## src/rtl/if_stage_pkg.sv

```systemverilog
// Shared definitions for the instruction-fetch stage: NOP encoding, 2-bit
// branch counter encodings, the BTB entry layout and the counter update rule.
package if_pkg;

  localparam logic [31:0] NOP_INST = 32'h0000_0013;

  // 2-bit saturating direction counter encodings
  localparam logic [1:0] SNT = 2'b00;
  localparam logic [1:0] WNT = 2'b01;
  localparam logic [1:0] WT  = 2'b10;
  localparam logic [1:0] ST  = 2'b11;

  // Tag is stored right-aligned in a 30-bit field so the struct does not
  // depend on the BTB depth; unused upper bits are always zero.
  typedef struct packed {
    logic        valid;
    logic [29:0] tag;
    logic [31:0] target;
    logic [1:0]  ctr;
  } btb_entry_t;

  // Saturating counter step: up on taken, down on not-taken, clamped at 00/11.
  function automatic logic [1:0] ctr_update(input logic [1:0] ctr, input logic taken);
    logic [1:0] nxt;
    case (ctr)
      SNT:     nxt = taken ? WNT : SNT;
      WNT:     nxt = taken ? WT  : SNT;
      WT:      nxt = taken ? ST  : WNT;
      ST:      nxt = taken ? ST  : WT;
      default: nxt = WNT;
    endcase
    return nxt;
  endfunction

endpackage

```

## src/rtl/if_stage_btb.sv

```systemverilog
// Direct-mapped branch target buffer with 2-bit counters.
// Only built when IF_BTB_EN is defined; otherwise this file is empty.
// Lookup is combinational on the fetch PC and reads pre-update contents;
// the update port writes at the clock edge.
`ifdef IF_BTB_EN
module btb
  import if_pkg::*;
#(
  parameter int BTB_ENTRIES = 16
) (
  input  logic        clk,
  input  logic        rst,
  input  logic [31:0] lookup_pc,
  output logic        lookup_taken,
  output logic [31:0] lookup_target,
  input  logic        upd_en,
  input  logic [31:0] upd_pc,
  input  logic [31:0] upd_target,
  input  logic        upd_taken
);

  localparam int IDX = $clog2(BTB_ENTRIES);

  btb_entry_t     entry_q [BTB_ENTRIES];
  btb_entry_t     entry_d [BTB_ENTRIES];
  logic [IDX-1:0] lk_idx_s;
  logic [IDX-1:0] up_idx_s;
  logic [29:0]    lk_tag_s;
  logic [29:0]    up_tag_s;
  btb_entry_t     lk_entry_s;
  btb_entry_t     up_entry_s;
  logic           up_match_s;

  // Tag is everything above the index bits, right-aligned.
  function automatic logic [29:0] tag_of(input logic [31:0] pc);
    return 30'(pc >> (IDX + 2));
  endfunction

  // Lookup: predict taken only on a valid, tag-matching, taken-leaning entry.
  always_comb begin
    lk_idx_s   = lookup_pc[IDX+1:2];
    lk_tag_s   = tag_of(lookup_pc);
    lk_entry_s = entry_q[lk_idx_s];
    if (lk_entry_s.valid && (lk_entry_s.tag == lk_tag_s) && lk_entry_s.ctr[1]) begin
      lookup_taken  = 1'b1;
      lookup_target = lk_entry_s.target;
    end else begin
      lookup_taken  = 1'b0;
      lookup_target = 32'h0000_0000;
    end
  end

  // Update: train a matching entry, allocate on a taken miss, else leave alone.
  always_comb begin
    entry_d    = entry_q;
    up_idx_s   = upd_pc[IDX+1:2];
    up_tag_s   = tag_of(upd_pc);
    up_entry_s = entry_q[up_idx_s];
    up_match_s = up_entry_s.valid && (up_entry_s.tag == up_tag_s);
    if (upd_en) begin
      if (up_match_s) begin
        entry_d[up_idx_s].ctr = ctr_update(up_entry_s.ctr, upd_taken);
        if (upd_taken) begin
          entry_d[up_idx_s].target = upd_target;
        end else begin
          entry_d[up_idx_s].target = up_entry_s.target;
        end
      end else if (upd_taken) begin
        entry_d[up_idx_s] = '{valid: 1'b1, tag: up_tag_s, target: upd_target, ctr: WT};
      end else begin
        entry_d[up_idx_s] = up_entry_s;
      end
    end else begin
      entry_d[up_idx_s] = up_entry_s;
    end
  end

  // Storage: reset clears valid and sets counters weakly not-taken.
  always_ff @(posedge clk) begin
    if (rst) begin
      for (int i = 0; i < BTB_ENTRIES; i++) begin
        entry_q[i] <= '{valid: 1'b0, tag: 30'd0, target: 32'd0, ctr: WNT};
      end
    end else begin
      entry_q <= entry_d;
    end
  end

endmodule
`endif

```

## src/rtl/if_stage.sv

```systemverilog
// Instruction-fetch stage and IF/ID pipeline register of the RV32I core.
// Optional branch prediction is enabled by defining IF_BTB_EN; without it
// fetch is purely sequential and hit/pred_target stay 0.
module if_stage
  import if_pkg::*;
#(
  parameter int          BTB_ENTRIES = 16,
  parameter logic [31:0] RESET_PC    = 32'h0000_0000
) (
  input  logic        clk,
  input  logic        rst,
  input  logic        stall,
  input  logic        flush,
  input  logic [31:0] redirect_pc,
  input  logic        upd_en,
  input  logic [31:0] upd_pc,
  input  logic [31:0] upd_target,
  input  logic        upd_taken,
  output logic [31:0] imem_addr,
  input  logic [31:0] imem_rdata,
  output logic [31:0] INST,
  output logic [31:0] PC_out,
  output logic        hit,
  output logic [31:0] pred_target
);

  logic [31:0] pc_q, pc_d;
  logic [31:0] inst_q, inst_d;
  logic [31:0] pc_out_q, pc_out_d;
  logic        hit_q, hit_d;
  logic [31:0] pred_target_q, pred_target_d;
  logic        pred_taken_s;
  logic [31:0] btb_target_s;
  logic        unused_s;

`ifdef IF_BTB_EN
  btb #(
    .BTB_ENTRIES (BTB_ENTRIES)
  ) u_btb (
    .clk           (clk),
    .rst           (rst),
    .lookup_pc     (pc_q),
    .lookup_taken  (pred_taken_s),
    .lookup_target (btb_target_s),
    .upd_en        (upd_en),
    .upd_pc        (upd_pc),
    .upd_target    (upd_target),
    .upd_taken     (upd_taken)
  );
  assign unused_s = ^redirect_pc[1:0];
`else
  assign pred_taken_s = 1'b0;
  assign btb_target_s = 32'h0000_0000;
  assign unused_s     = ^{redirect_pc[1:0], upd_en, upd_pc, upd_target, upd_taken,
                          32'(BTB_ENTRIES)};
`endif

  assign imem_addr   = pc_q;
  assign INST        = inst_q;
  assign PC_out      = pc_out_q;
  assign hit         = hit_q;
  assign pred_target = pred_target_q;

  // Next-PC select: redirect beats stall beats prediction beats sequential.
  always_comb begin
    if (flush) begin
      pc_d = {redirect_pc[31:2], 2'b00};
    end else if (stall) begin
      pc_d = pc_q;
    end else if (pred_taken_s) begin
      pc_d = btb_target_s;
    end else begin
      pc_d = pc_q + 32'd4;
    end
  end

  // IF/ID next state: flush squashes to a bubble even while stalled.
  always_comb begin
    if (flush) begin
      inst_d        = NOP_INST;
      pc_out_d      = 32'h0000_0000;
      hit_d         = 1'b0;
      pred_target_d = 32'h0000_0000;
    end else if (stall) begin
      inst_d        = inst_q;
      pc_out_d      = pc_out_q;
      hit_d         = hit_q;
      pred_target_d = pred_target_q;
    end else begin
      inst_d        = imem_rdata;
      pc_out_d      = pc_q;
      hit_d         = pred_taken_s;
      pred_target_d = pred_taken_s ? btb_target_s : 32'h0000_0000;
    end
  end

  // PC and IF/ID flops with synchronous reset.
  always_ff @(posedge clk) begin
    if (rst) begin
      pc_q          <= RESET_PC;
      inst_q        <= NOP_INST;
      pc_out_q      <= 32'h0000_0000;
      hit_q         <= 1'b0;
      pred_target_q <= 32'h0000_0000;
    end else begin
      pc_q          <= pc_d;
      inst_q        <= inst_d;
      pc_out_q      <= pc_out_d;
      hit_q         <= hit_d;
      pred_target_q <= pred_target_d;
    end
  end

endmodule
```

## config.mk

```make
export PLATFORM = sky130hd
export DESIGN_NAME = if_stage
export DESIGN_NICKNAME = d
export VERILOG_FILES = /design/src/rtl/if_stage_pkg.sv /design/src/rtl/if_stage_btb.sv /design/src/rtl/if_stage.sv
export SDC_FILE = /design/constraint.sdc
export NUM_CORES = 1
export LEC_CHECK = 0
export ABC_AREA = 1
export CORE_MARGIN = 4
export CORE_UTILIZATION = 25
export CTS_CLUSTER_DIAMETER = 80
export DETAILED_ROUTE_END_ITERATION = 6
export PLACE_DENSITY = 0.54
export SLEW_MARGIN = 25
export SYNTH_ARGS = -nofsm -noshare
export SYNTH_HDL_FRONTEND = slang
export SYNTH_SLANG_ARGS = --single-unit
```

## constraint.sdc

```tcl
create_clock -name clk -period 2.8 [get_ports clk]
set_input_delay 0.56 -clock clk [delete_from_list [all_inputs] [get_ports clk]]
set_output_delay 0.56 -clock clk [all_outputs]
set_load 0.05 [all_outputs]
```

# After elaboration in Yosys (flattened, before gate mapping)
# Cells that the tools add are included.
[word_totals] register_bits=96 in_bits=134 out_inout_bits=129 wordCells=9
[classes] addsub=1 n_eq_ne=1 muxes=2 n_reduce_logical=1
[ops] operator="32-bit two-way mux" count=2
[ops] operator="32-bit by 3-bit adder with 32-bit output, second input constant" count=1
[ops] operator="2-bit by 1-bit != test with 1-bit output, second input constant" count=1
[ops] operator="2-bit OR reduction" count=1

# Longest topological paths before layout
[depth] depth_word=3 mapped_depth=10 mapped_depth_nobuf=10

# Least setup slack after synthesis
# OpenSTA, ideal clock, no wires.
[synth_timing] path_kind="register -> register" start="reg pc_q[3], in the netlist imem_addr[3]" end="reg pc_q[18], in the netlist imem_addr[18]" setup_time_ns=0.113 t_arrival_ns=1.722 required_ns=2.687 path_slack_ns=0.965 path_stages_with_launch=11 n_path_buf=0 period_less_slack_ns=1.835 path_cell_list="dfxtp_1 > ha_1 > nand2_2 > nor2_4 > nand2_4 > nor2_4 > nand2_2 > nand2_1 > nand2_1 > o21ai_1 > inv_1"
[synth_between] elab_chain_cells=3
[synth_rtl] item="start, declared" line="if_stage.sv:27" text="logic [31:0] pc_q, pc_d;"
[synth_rtl] item="start signal, assigned" line="if_stage.sv:106" text="pc_q <= pc_d;"
[synth_rtl] item="32-bit by 3-bit adder with 32-bit output" line="if_stage.sv:73" text="pc_d = pc_q + 32'd4;"
[synth_rtl] item="32-bit two-way mux" line="if_stage.sv:68" text="end else if (stall) begin"
[synth_rtl] item="32-bit two-way mux" line="if_stage.sv:66" text="if (flush) begin"
# Every way passes these cells. The select of a mux whose other input is x is not followed.
# A chain may end at the register's enable or synchronous reset.

# Worst setup path after layout
[layout_timing] start="reg pc_q[7], in the netlist imem_addr[7]" end="out imem_addr[7]"
[layout_lines] item="end, declared" line="if_stage.sv:19" text="output logic [31:0] imem_addr,"
# No word-level cell between the ends.

==> flow_summary_export.csv <==
group,metric,value,unit
die,die_x,144,um
final_layout,antenna-diode-count,0,
clocking,cts_root_buffer,"clkbuf_16",
place,dp_hpwl,11.7,mm
run_status,outcome,"finished, final reports clean",
sta,hold_viol,0,
clocking,cts_tree,"built",
detailed_routing,vias_per_cell,4.33,
critical_path,crit_cells,1,
sta,fmax,440,MHz
sta,skew,0.00894,ns
final_layout,area.growth.synth_to_final,45.0,%
sta,finalSetupTns,0,ns
hold_path,hold_class,"reg -> reg",
final_layout,fill_cells,1954,
place,gp_congestion,0.867,
power,ir_worst_vdd,0.298,mV
synthesis,yosysWarnings,0,
sta,slew_headroom,60.0,%
critical_path,slowest_stage,"clkdlybuf4s50_1",
die,fp-row-count,49,
critical_path,worstPathArrival,1.71,ns
final_layout,fin_nets,943,
die,die-area,20600,um^2
critical_path,rr_worst_depth,10,
clocking,ctsResizeCount,0,
clocking,holdBufCountCts,0,
synthesis,syn_area,4600,um^2
sta,finalWorstSetupSlack,0.525,ns
synthesis,ys_types,31,
global_routing,gr-usage-all-layers,14.5,%
critical_path,crit_family,"buffers and inverters",
sta,post-route-period-util,81.2,%
clocking,cts_num_sinks,92,
power,leakagePower,2.55,nW
sta,setup_violations,0,
global_routing,antenna_found_initial,0,
detailed_routing,wire_per_inst,14.6,um
sta,post-route-min-period,2.27,ns
clocking,path_clk_slew,0.07,ns
clocking,cts_setup_buffers,0,
final_layout,drive_above_1_share,8.86,%
synthesis,syn_inst,655,
critical_path,endpoint_kind,"output pin",
global_routing,grt_pass1_vias,4331,
global_routing,grt_pass1_wl,23.4,mm
critical_path,worstPathMaxFanout,6,
detailed_routing,drt_iter0_markers,194,
detailed_routing,ant_nets,0,
synthesis,ys_ff_latch,92,
place,portBuffers,157,
global_routing,grt_max_degree,39,
detailed_routing,routed_wl,15.2,mm
critical_path,crit_path_cell_trace,"clkdlybuf4s50_1",
hold_path,min_path_cells,2,
clocking,htreeDepth,3,
synthesis,syn_area_per_cell,7.03,um^2
detailed_routing,drt-pass1-iter-count,4,
sta,tightest_slew,0.599,ns
die,start_util,25.5,%
critical_path,crit_path_start_kind,"flip-flop",
critical_path,cp_num_buf_inv,1,
detailed_routing,drc_errors,0,
critical_path,cp.required,2.24,ns
sta,rsz0062_at_grt,"false",
clocking,clockBufferDepth,2,
sta,holdWs,0.463,ns
synthesis,seq_area_frac_synth,40.0,%
global_routing,gr-total-overflow,0,
power,powerDensity,551,nW/um^2
critical_path,critPathMaxStageDelay,0.86,ns
die,core,18000,um^2
sta,final_max_slew_viol_count,0,
die,fp.dieH,144,um
die,pin_count,263,
critical_path,path_class,"reg -> out",
flow_run,drv_cap,0,
clocking,clkLatencyLatePin,0.35,ns
clocking,cts-buffers-inserted,9,
detailed_routing,via_count,4508,
place,pre_cts_slack,0.617,ns
-- worst register-to-register path: cells and delay by family (launching register included) --
| kind | cells | cell delay [ns] |
|---|---|---|
| compound gates | 1 | 0.11 |
| simple gates | 7 | 0.75 |
| flops | 1 | 0.43 |
| fa+ha+maj | 1 | 0.22 |
| buf+inv | 1 | 0.04 |
-- per-stage QoR --
| stage | utilization, % | instance area, um^2 | power, mW | instances |
|---|---|---|---|---|
| 3_5_place_dp | 35.0 | 6300 | 2.19 | 1026 |
| 2_1_floorplan | - | 4740 | 1.95 | 691 |
| 3_3_place_gp | 35.0 | 6300 | 2.19 | 1026 |
| 4_1_cts | 37.0 | 6680 | 3.74 | 1042 |
| 5_1_grt | 37.0 | 6680 | 3.84 | 1042 |
| 6_report | 37.0 | 6680 | 3.68 | 1042 |
-- final timing paths --
path,from,slack [ns],to
min reg2reg,INST[10],0.46,INST[10]
max reg2reg,imem_addr[2],1.17,imem_addr[18]
min,INST[10],0.46,INST[10]
max,imem_addr[7],0.53,imem_addr[7]
-- power by group --
part | leakage (nW) | internal, mW | total (mW) | switching, mW
clock | 0.177 | 0.970 | 1.52 | 0.552
sequential | 0.753 | 1.36 | 1.42 | 0.0552
combinational | 1.62 | 0.241 | 0.738 | 0.498
-- state kept, by name, indices dropped and copies added, names as in the netlist --
name,flops
INST,32
PC_out,30
imem_addr,30
-- kinds of logic after synthesis --
group / after synthesis / share of synthesized area [%]
and+or+nand+nor: 288 / 28.5
AOI/OAI and AO/OA: 140 / 15.9
buffers and inverters: 127 / 14.1
DFF: 92 / 40.0
xor gates and xnor gates: 6 / 1.14
adders and majority gates: 1 / 0.272
other: 1 / 0.0815
-- Yosys cell counts (all sizes together) --
master,instances,share of area (%)
a211oi,1,0.16
a21oi,81,9.1
a31oi,5,0.68
and2,4,0.54
buf,51,7.9
clkbuf,16,1.3
conb,1,0.081
dfxtp,92,40
ha,1,0.27
inv,60,4.9
nand2,196,17
nand3,38,4.5
nand3b,2,0.33
nor2,48,6.2
o21a,1,0.16
o21ai,51,5.5
o221ai,1,0.19
xnor2,2,0.38
xor2,4,0.76
-- final cells by class --
cell class	instances	area (um^2)	share of cell area [%]
Multi-Input combinational cell	472	2250	33.7
Sequential cell	92	1840	27.6
Timing Repair Buffer	173	1700	25.5
Tap cell	229	287	4.29
Clock buffer	9	225	3.37
Inverter	60	225	3.37
Clock inverter	7	145	2.17
-- layer usage --
layer  track usage (%)  part of all wire [%]
met1              18.4                    44
met3              4.46                   7.8
met4              3.17                  0.81
met2              24.3                    47
met5                 0                     0
-- layout by cell type (no fill, tap or decap), types with 2 or more instances in the layout --
master             n
inv_2              6
conb_1            37
a21oi_2            4
buf_4             15
nor2_2             2
clkbuf_16          9
nand2_4            3
nand2_2           10
inv_1             54
nand2_1          183
o21ai_0           41
and2_1             4
a31oi_1            5
bufinv_16          4
xnor2_1            2
inv_6              2
nand3_2            3
xor2_1             4
a21oi_1           77
nor2_4            11
clkdlybuf4s50_1  157
nand3b_1           2
nand3_1           35
o21ai_1           10
nor2_1            34
dfxtp_1           92
No activity file was read; power rests on OpenSTA's default activity.
